[src/rtl/ps2_pkg.sv]
// Shared constants and types for the PS/2 receive path.
package ps2_pkg;

    localparam logic [7:0] EXTEND_CODE  = 8'hE0;
    localparam logic [7:0] RELEASE_CODE = 8'hF0;
    localparam int         FRAME_BITS   = 11;   // start, 8 data, parity, stop

    typedef enum logic [1:0] {
        IDLE,
        RECV,
        CHECK
    } ps2_state_t;

    // One FIFO entry: prefix flags above the scan code
    typedef struct packed {
        logic       ext;
        logic       rel;
        logic [7:0] code;
    } fifo_entry_t;

    localparam int ENTRY_W = $bits(fifo_entry_t);

    // Data bits plus parity bit must contain an odd number of ones
    function automatic logic odd_parity_ok(input logic [8:0] bits);
        return ^bits;
    endfunction

endpackage

[src/rtl/ps2_sync_fifo.sv]
// Synchronous show-ahead FIFO with occupancy count; read and write may
// coincide, including when full.
module ps2_sync_fifo #(
    parameter int WIDTH = 10,
    parameter int DEPTH = 8
) (
    input  logic                     clk,
    input  logic                     reset,
    input  logic                     wr_en,
    input  logic [WIDTH-1:0]         wr_data,
    input  logic                     rd_en,
    output logic [WIDTH-1:0]         rd_data,
    output logic                     full,
    output logic                     empty,
    output logic [$clog2(DEPTH):0]   count
);

    localparam int AW = $clog2(DEPTH);
    localparam logic [AW:0] FULL_CNT = (AW+1)'(DEPTH);

    logic [WIDTH-1:0] mem [DEPTH];
    logic [AW-1:0]    wr_ptr;
    logic [AW-1:0]    rd_ptr;
    logic             do_wr;
    logic             do_rd;

    assign empty   = (count == '0);
    assign full    = (count == FULL_CNT);
    assign do_rd   = rd_en & ~empty;
    // A full FIFO still accepts a write when the head leaves in the same cycle
    assign do_wr   = wr_en & (~full | do_rd);
    // Masked head keeps the output at zero while nothing is stored
    assign rd_data = empty ? '0 : mem[rd_ptr];

    // Pointer and count bookkeeping; pointers wrap naturally at DEPTH
    always_ff @(posedge clk) begin
        // NOTE: sequential state uses non-blocking assignments so every
        // register samples pre-edge values regardless of statement order.
        if (reset) begin
            wr_ptr <= '0;
            rd_ptr <= '0;
            count  <= '0;
        end else begin
            if (do_wr) wr_ptr <= wr_ptr + 1'b1;
            if (do_rd) rd_ptr <= rd_ptr + 1'b1;
            case ({do_wr, do_rd})
                2'b10:   count <= count + 1'b1;
                2'b01:   count <= count - 1'b1;
                default: count <= count;
            endcase
        end
    end

    // Storage array write port
    always_ff @(posedge clk) begin
        // NOTE: the array is deliberately not reset; stale contents are
        // unreachable because the read side is masked by the count.
        if (do_wr) mem[wr_ptr] <= wr_data;
    end

endmodule

[src/rtl/ps2_rx_fifo_keyboard.sv]
// PS/2 device-to-host receiver: synchroniser, clock glitch filter, frame
// FSM with parity/stop checking and watchdog, prefix merging, output FIFO.
module ps2_rx_fifo_keyboard
    import ps2_pkg::*;
#(
    parameter int CLK_KHZ      = 28000,
    parameter int TIMEOUT_US   = 60,
    parameter int FILTER_LEN   = 4,
    parameter int FIFO_DEPTH   = 8,
    parameter int MERGE_PREFIX = 1
) (
    input  logic                          clk,
    input  logic                          reset,
    input  logic                          ps2_clk,
    input  logic                          ps2_data,
    output logic                          code_valid,
    input  logic                          code_ready,
    output logic [7:0]                    code,
    output logic                          code_ext,
    output logic                          code_rel,
    output logic                          err_parity,
    output logic                          err_frame,
    output logic                          err_timeout,
    output logic                          overflow,
    output logic [$clog2(FIFO_DEPTH):0]   fifo_count
);

    localparam int TIMEOUT_CYC = CLK_KHZ * TIMEOUT_US / 1000;
    localparam int WD_W        = $clog2(TIMEOUT_CYC + 1);
    localparam int FLT_W       = $clog2(FILTER_LEN + 1);
    localparam logic [WD_W-1:0]  WD_LAST  = WD_W'(TIMEOUT_CYC - 1);
    localparam logic [FLT_W-1:0] FLT_LAST = FLT_W'(FILTER_LEN - 1);
    localparam logic [3:0]       LAST_BIT = 4'(FRAME_BITS - 1);

    logic [1:0]       clk_sync;
    logic [1:0]       data_sync;
    logic             clk_s;
    logic             data_s;
    logic             clk_f;
    logic [FLT_W-1:0] flt_cnt;
    logic             clk_fall;
    logic             clk_edge;

    ps2_state_t       state;
    ps2_state_t       state_next;
    logic [3:0]       bit_cnt;
    logic [9:0]       shift_reg;   // data[7:0], parity, stop once complete
    logic [WD_W-1:0]  wd_cnt;
    logic             ext_pend;
    logic             rel_pend;

    logic             byte_good;
    logic             is_prefix;
    logic             push;
    logic             pop;
    logic             fifo_full;
    logic             fifo_empty;
    fifo_entry_t      wr_entry;
    fifo_entry_t      head;
    logic [ENTRY_W-1:0] rd_bits;

    assign clk_s  = clk_sync[1];
    assign data_s = data_sync[1];

    // Two-flop synchronisers; idle PS/2 lines are high
    always_ff @(posedge clk) begin
        if (reset) begin
            clk_sync  <= 2'b11;
            data_sync <= 2'b11;
        end else begin
            clk_sync  <= {clk_sync[0], ps2_clk};
            data_sync <= {data_sync[0], ps2_data};
        end
    end

    // Clock filter: follow the input only after FILTER_LEN agreeing samples
    always_ff @(posedge clk) begin
        if (reset) begin
            clk_f    <= 1'b1;
            flt_cnt  <= '0;
            clk_fall <= 1'b0;
            clk_edge <= 1'b0;
        end else begin
            clk_fall <= 1'b0;
            clk_edge <= 1'b0;
            if (clk_s != clk_f) begin
                if (flt_cnt == FLT_LAST) begin
                    clk_f    <= clk_s;
                    flt_cnt  <= '0;
                    clk_edge <= 1'b1;
                    clk_fall <= ~clk_s;
                end else begin
                    flt_cnt <= flt_cnt + 1'b1;
                end
            end else begin
                flt_cnt <= '0;
            end
        end
    end

    // Frame FSM state register
    always_ff @(posedge clk) begin
        if (reset) state <= IDLE;
        else       state <= state_next;
    end

    // Next state and single-cycle status pulses
    always_comb begin
        // NOTE: every output of this block gets a default first so no path
        // leaves a signal unassigned and no latch is inferred.
        state_next  = state;
        err_parity  = 1'b0;
        err_frame   = 1'b0;
        err_timeout = 1'b0;
        byte_good   = 1'b0;
        case (state)
            IDLE: begin
                if (clk_fall && !data_s) state_next = RECV;
            end
            RECV: begin
                if (clk_fall && bit_cnt == LAST_BIT) begin
                    state_next = CHECK;
                end else if (!clk_edge && wd_cnt == WD_LAST) begin
                    err_timeout = 1'b1;
                    state_next  = IDLE;
                end
            end
            CHECK: begin
                state_next = IDLE;
                if (!odd_parity_ok(shift_reg[8:0])) err_parity = 1'b1;
                else if (!shift_reg[9])             err_frame  = 1'b1;
                else                                byte_good  = 1'b1;
            end
            default: state_next = IDLE;
        endcase
    end

    assign is_prefix = (MERGE_PREFIX != 0) &&
                       (shift_reg[7:0] == EXTEND_CODE || shift_reg[7:0] == RELEASE_CODE);
    assign push      = byte_good && !is_prefix;
    assign pop       = code_valid & code_ready;
    assign wr_entry  = '{ext: ext_pend, rel: rel_pend, code: shift_reg[7:0]};

    // Bit shifting, bit count, watchdog, prefix flags and sticky overflow
    always_ff @(posedge clk) begin
        if (reset) begin
            bit_cnt   <= '0;
            shift_reg <= '0;
            wd_cnt    <= '0;
            ext_pend  <= 1'b0;
            rel_pend  <= 1'b0;
            overflow  <= 1'b0;
        end else begin
            if (state == IDLE && state_next == RECV) begin
                bit_cnt <= 4'd1;
                wd_cnt  <= '0;
            end
            if (state == RECV) begin
                wd_cnt <= clk_edge ? '0 : wd_cnt + 1'b1;
                if (clk_fall) begin
                    shift_reg <= {data_s, shift_reg[9:1]};
                    bit_cnt   <= bit_cnt + 1'b1;
                end
            end
            if (err_parity || err_frame || err_timeout) begin
                ext_pend <= 1'b0;
                rel_pend <= 1'b0;
            end else if (byte_good) begin
                if (is_prefix && shift_reg[7:0] == EXTEND_CODE) begin
                    ext_pend <= 1'b1;
                end else if (is_prefix) begin
                    rel_pend <= 1'b1;
                end else begin
                    ext_pend <= 1'b0;
                    rel_pend <= 1'b0;
                end
            end
            if (push && fifo_full && !pop) overflow <= 1'b1;
        end
    end

    ps2_sync_fifo #(
        .WIDTH (ENTRY_W),
        .DEPTH (FIFO_DEPTH)
    ) u_fifo (
        .clk     (clk),
        .reset   (reset),
        .wr_en   (push),
        .wr_data (wr_entry),
        .rd_en   (pop),
        .rd_data (rd_bits),
        .full    (fifo_full),
        .empty   (fifo_empty),
        .count   (fifo_count)
    );

    assign head       = fifo_entry_t'(rd_bits);
    assign code_valid = ~fifo_empty;
    assign code       = head.code;
    assign code_ext   = head.ext;
    assign code_rel   = head.rel;

endmodule

[config.mk]
export PLATFORM = sky130hd
export DESIGN_NAME = ps2_rx_fifo_keyboard
export DESIGN_NICKNAME = d
export VERILOG_FILES = /design/src/rtl/ps2_pkg.sv /design/src/rtl/ps2_sync_fifo.sv /design/src/rtl/ps2_rx_fifo_keyboard.sv
export SDC_FILE = /design/constraint.sdc
export NUM_CORES = 1
export LEC_CHECK = 0
export BUFFER_PORTS_ARGS = -buffer_cell sky130_fd_sc_hd__buf_2
export CORE_ASPECT_RATIO = 1.2
export CORE_MARGIN = 8
export CORE_UTILIZATION = 55
export CTS_CLUSTER_DIAMETER = 30
export DETAILED_ROUTE_END_ITERATION = 8
export PLACE_DENSITY = 0.86
export SETUP_SLACK_MARGIN = 0.1
export SKIP_LAST_GASP = 1
export SLEW_MARGIN = 5
export SYNTH_ARGS = -nofsm -noshare
export SYNTH_HDL_FRONTEND = slang
export SYNTH_SLANG_ARGS = --single-unit
export TNS_END_PERCENT = 30
[constraint.sdc]
create_clock -name clk -period 2.9 [get_ports clk]
set_input_delay 0.58 -clock clk [delete_from_list [all_inputs] [get_ports clk]]
set_output_delay 0.58 -clock clk [all_outputs]
set_load 0.01 [all_outputs]
==> impl_metrics.toml, run 1 <==
[clock_tree]
cts_tree = "yes"
cts_inserted_buffers = 17
cts_hold_buffers = 0
cts_root_buf = "clkbuf_16"
clkSlewWorstSetupHoldPaths_ns = 0.06
cts_buffer_depth = 2
htree_levels = 4
worst_skew_pair.late_latency_ns = 0.40
clock-sinks = 133

[timing]
hold_violations = 0
period_needed_ns = 2.86
final.setup.tns_ns = 0
skew_ns = 0.00636
relSlewSlack = 0.517
max_freq_ghz = 0.349
worst_slew_pin_slew_ns = 0.724
finalSetupViolCount = 0
fin_crit_sh = 0.987
drv_slew = 0
fin_ws_ns = 0.0383
rsz0062_at_grt = "yes"

[synthesis]
ys_seq_area_frac = 0.631
ys.flop_type = "edfxtp_1"
async_reset_ff_frac = 0
yosys.cell_types.count = 44
syn_nets = 439
yosysWarnings = 0
syn_avg_cell_area_um2 = 13.1
synthesis.area_um2 = 5490
synth_cells = 419
synth.ff_latch_count = 133
synth_edf_count = 80

[die]
io-pin-count = 24
fp.dieH_um = 125
rows = 40
start_util = 0.557
die_w_um = 107
coreArea_um2 = 9860
fp.dieArea_um2 = 13400

[critical_path]
worstReg2RegStart = "shift_reg[0]$_SDFFE_PP0P_"
r2r_end = "u_fifo.count[2]$_SDFFE_PP0P_"
cp-start-kind = "flip-flop"
cp.arrival_ns = 3.19
reg2reg_slack_ns = 0.04
cp-end-kind = "flip-flop"
crit_fanout = 5
r2r_cells = 13
crit_type = "flip-flop to flip-flop"
worstPathRequired_ns = 3.23

[pwr]
power.density_nw_per_um2 = 597
finalPower_mw = 3.89
ir_drop_uv = 469
p_leak_nw = 2.26

[place]
dpl_cell_area_um2 = 5910
dpl.hpwl_mm = 6.69
place_ws_ns = -0.0173
portBuffers = 23
place.gp.congestion = 0.855

[final_layout]
antenna_cells = 0
final_net_count = 490
layout_commonest_cell = "edfxtp_1"
postLayoutCellArea_um2 = 6530
drive_gt1_frac = 0.253
largest_register_ffs = 80
layout_common_cells = "edfxtp_1, dfxtp_1, nor2_1, nand2_1, buf_4"
area_growth_pct = 18.9
fin_util = 0.662

[hold_path]
hold_end = "data_sync[0]$_SDFF_PP1_"
hold_class = "input pin to flip-flop"
holdPathStages = 2
min_from = "ps2_data"

[grt]
grt_first_pass_wirelength_mm = 17.9
grtUsageTotal = 0.172
grt_overflow = 0
antenna_found_initial = 0
grt_pass1_vias = 3607
grt_max_degree = 33

[route]
met1Wirelength_mm = 4.39
wl_per_cell_um = 18.5
drtAntennaViolNets = 0
drt_iter0_markers = 215
first_pass_iters = 5
finalWirelength_mm = 11.2
met3_length_um = 603
wl_met2_mm = 6.12
drc = 0
routed.top_layer = "met4"
vias_per_cell = 5.84
num_vias = 3549

[job]
max_cap_violations = 0

[run_status]
status = "finished clean"
routing by layer:
layer  track usage  vias to the layer above
met5             0                        -
met4        0.0755                        0
met3        0.0493                       12
met2         0.301                      113
met1         0.185                     1777
li1              -                     1647
what timing repair did:
action / in CTS / in global routing
pin swaps: 7 / 1
setup endpoints to repair: 2 / 3
buffers inserted: 4 / 4
resized for setup: 6 / 1
hold endpoints to repair: 0 / 0
cell families after synthesis:
logic type                 Yosys count  share of synthesized area
muxes                               32                      0.104
adders and majority gates           15                     0.0342
buffers and inverters               31                     0.0216
DFF                                133                      0.631
and+or+nand+nor                    145                      0.133
AOI/OAI and AO/OA                   51                     0.0533
xor gates and xnor gates            12                     0.0232
synthesized netlist by cell type (all sizes together), types with 4 or more instances:
master	number	area (µm²)
dfxtp	53	1060
nor3b	4	30.0
nand2	36	135
xnor2	5	51.3
nor2b	5	31.3
mux2i	12	120
edfxtp	80	2400
ha	15	188
nor4	5	31.3
or2	6	37.5
o21ai	12	60.1
a21oi	25	125
inv	12	45.0
clkbuf	16	60.1
mux4	20	450
a31oi	4	25.0
nand2b	7	43.8
xor2	6	52.6
nor3	13	76.3
a311oi	4	35.0
and2	4	25.0
nor2	44	165
through the flow:
step,hold WS (ns),cells
floorplan,0.389,419
global placement,0.393,569
detailed placement,0.398,569
CTS,0.344,604
global route,0.345,608
finish,0.356,608
final cells by class:
| class | instances | area [µm²] |
|---|---|---|
| inverter | 12 | 45.0 |
| clock inverter | 11 | 87.6 |
| multi-input combinational | 255 | 1990 |
| clock buffer | 20 | 437 |
| fill | 666 | 3330 |
| tap | 126 | 158 |
| timing repair buffer | 51 | 325 |
| sequential | 133 | 3480 |
report_power, final:
| part | switching, mW | internal, mW | leakage (nW) | total [mW] |
|---|---|---|---|---|
| clock | 0.735 | 1.16 | 0.248 | 1.89 |
| sequential | 0.00154 | 1.98 | 1.17 | 1.98 |
| combinational | 0.0129 | 0.00587 | 0.838 | 0.0187 |
critical path: stages (launching register included):
cell and delay (ns):
dfxtp_4 0.38, inv_1 0.10, ha_4 0.29, xnor3_2 0.37, xnor2_4 0.17, nor3_4 0.21
inv_2 0.08, ha_4 0.18, xor2_2 0.14, ha_2 0.19, a21oi_2 0.11, xor2_1 0.09
or3_1 0.32, a21oi_1 0.15
how the worst max path moves through the flow:
stage / start / end / slack, ns / cells past startpoint
final: shift_reg[0]$_SDFFE_PP0P_ / u_fifo.count[2]$_SDFFE_PP0P_ / 0.04 / 13
after global routing: shift_reg[0]$_SDFFE_PP0P_ / u_fifo.count[2]$_SDFFE_PP0P_ / -0.05 / 13
after CTS: shift_reg[3]$_SDFFE_PP0P_ / u_fifo.count[2]$_SDFFE_PP0P_ / 0.08 / 13
after detailed placement: shift_reg[4]$_SDFFE_PP0P_ / u_fifo.count[2]$_SDFFE_PP0P_ / -0.02 / 13
after global placement: shift_reg[0]$_SDFFE_PP0P_ / u_fifo.count[2]$_SDFFE_PP0P_ / 0.12 / 13
after floorplan: shift_reg[1]$_SDFFE_PP0P_ / u_fifo.count[2]$_SDFFE_PP0P_ / 0.08 / 13
Note: power is estimated with default switching activity, not from simulation.
==> run 2, diff against run 1 <==
==> constraint.sdc (replaced) <==
create_clock -name clk -period 2.9 [get_ports clk]
set_input_delay 0.145 -clock clk [delete_from_list [all_inputs] [get_ports clk]]
set_output_delay 0.145 -clock clk [all_outputs]
set_load 0.01 [all_outputs]
==> run 2 against run 1 <==
  * Clock power hardly changed
  * Sequential power hardly changed
  * First-iteration DRC count unchanged
  * Via count fell by 0.99%
  * Critical endpoint unchanged
  * Non-clock buffer count shrank 2
  * Largest cell class unchanged
  * Total power up 0.16%
  * Critical path depth did not move
  * Clock skew rose by 0.0025 ns
  * Critical path type unchanged
  * Register-to-register slack gained 0.12 ns
  * Hold slack lost 0.059 ns
  * Sequential share of layout area increased by 0.11 points
  * Flip-flop and latch count did not move
==> impl_metrics.toml, run 2 (synthesis gave the netlist of run 1 again) <==
[critical_path]
crit_type = "flip-flop to flip-flop"
cp-start-kind = "flip-flop"
worstPathRequired_ns = 3.24
cp.arrival_ns = 3.08
cp-end-kind = "flip-flop"
crit_fanout = 2

[timing]
fin_ws_ns = 0.154
max_freq_ghz = 0.364
drv_slew = 0
finalSetupViolCount = 0
period_needed_ns = 2.75
holdWs_ns = 0.297
worst_slew_pin_slew_ns = 0.840
skew_ns = 0.00883
relSlewSlack = 0.440
fin_crit_sh = 0.947
rsz0062_at_grt = "yes"
hold_violations = 0

[grt]
grtUsageTotal = 0.181
antenna_found_initial = 0
grt_max_degree = 48
grt_overflow = 0
grt_pass1_vias = 3702
grt_first_pass_wirelength_mm = 18.7

[final_layout]
layout_common_cells = "edfxtp_1, dfxtp_1, nor2_1, nand2_1, buf_4"
final_net_count = 488
fin_util = 0.661
area_growth_pct = 18.6
drive_gt1_frac = 0.241
antenna_cells = 0
layout_commonest_cell = "edfxtp_1"
largest_register_ffs = 80

[die]
io-pin-count = 24
rows = 40
fp.dieH_um = 125
start_util = 0.557
fp.dieArea_um2 = 13400
coreArea_um2 = 9860
die_w_um = 107

[route]
drc = 0
wl_per_cell_um = 18.6
drtAntennaViolNets = 0
drt_iter0_markers = 215
first_pass_iters = 4
vias_per_cell = 5.79
finalWirelength_mm = 11.3
num_vias = 3514

[clock_tree]
clock-sinks = 133
worst_skew_pair.late_latency_ns = 0.41
cts_buffer_depth = 2
cts_tree = "yes"
cts_root_buf = "clkbuf_16"
clkSlewWorstSetupHoldPaths_ns = 0.05
htree_levels = 4
cts_inserted_buffers = 17

[place]
place_ws_ns = -0.0218
place.gp.congestion = 0.842
dpl.hpwl_mm = 6.68
portBuffers = 23

[pwr]
finalPower_mw = 3.90
power.density_nw_per_um2 = 599
p_leak_nw = 2.25
ir_drop_uv = 477

[run_status]
status = "finished clean"

[job]
max_cap_violations = 0

[hold_path]
hold_class = "input pin to flip-flop"
==> run 2: cell types whose count changed in the layout (fill, tap and decap cells not counted), sizes merged <==
cell,before,now
buf,51,47
clkbuf,20,21
clkinv,7,8
clkinvlp,3,2
dlygate4sd3,0,2
==> run 2: final timing paths <==
path / start / to / slack (ns) / depth (start not counted)
worst max register to register: shift_reg[2]$_SDFFE_PP0P_ / u_fifo.count[2]$_SDFFE_PP0P_ / 0.15 / 13
worst max-delay path: shift_reg[2]$_SDFFE_PP0P_ / u_fifo.count[2]$_SDFFE_PP0P_ / 0.15 / 13
worst min register to register: clk_sync[0]$_SDFF_PP1_ / clk_sync[1]$_SDFF_PP1_ / 0.42 / 1
worst min-delay path: code_ready / overflow$_SDFFE_PP0P_ / 0.30 / 6
==> run 2: worst max-delay path, cell delays in order (launching register included) <==
cell and delay [ns]:
dfxtp_4 0.35, inv_1 0.06, ha_4 0.26, xnor3_2 0.37
xnor2_4 0.16, nor3_4 0.19, inv_2 0.07, ha_4 0.17
xor2_1 0.15, ha_2 0.20, a21oi_2 0.04, xor2_1 0.18
or3_1 0.32, a21oi_2 0.14
==> run 2: routing by layer <==
metal,wire length (µm),GRT usage,vias up
met1,4350,0.191,1754
li1,-,-,1643
met5,0,0,-
met4,201,0.0722,0
met2,6200,0.319,98
met3,548,0.0622,19
==> run 2: per-stage QoR <==
stage                     TNS, ns  area (µm²)  cells
after floorplan                 0        5550    419
after global placement          0        5900    568
after detailed placement  -0.0218        5900    568
after CTS                       0        6500    606
after global routing            0        6510    607
final                           0        6510    607
==> run 2: timing repair <==
| action | CTS | global route |
|---|---|---|
| setup endpoints to repair | 1 | 1 |
| pin swaps | 6 | 0 |
| hold endpoints to repair | 2 | 0 |
| gates resized for setup | 5 | 0 |
| setup buffers | 4 | 1 |
| hold buffers | 2 | 0 |
==> run 2: area by class of cell <==
type	count	area, µm²
Clock buffer	21	440
Clock inverter	11	87.6
Fill cell	664	3350
Inverter	12	45.0
Multi-Input combinational cell	255	1990
Sequential cell	133	3480
Tap cell	126	158
Timing Repair Buffer	49	315
==> run 2: where the power goes <==
| part | internal [mW] | leakage (nW) | switching (mW) | total, mW |
|---|---|---|---|---|
| combinational | 0.00675 | 0.823 | 0.0128 | 0.0195 |
| sequential | 1.98 | 1.17 | 0.00144 | 1.98 |
| clock | 1.16 | 0.251 | 0.736 | 1.90 |
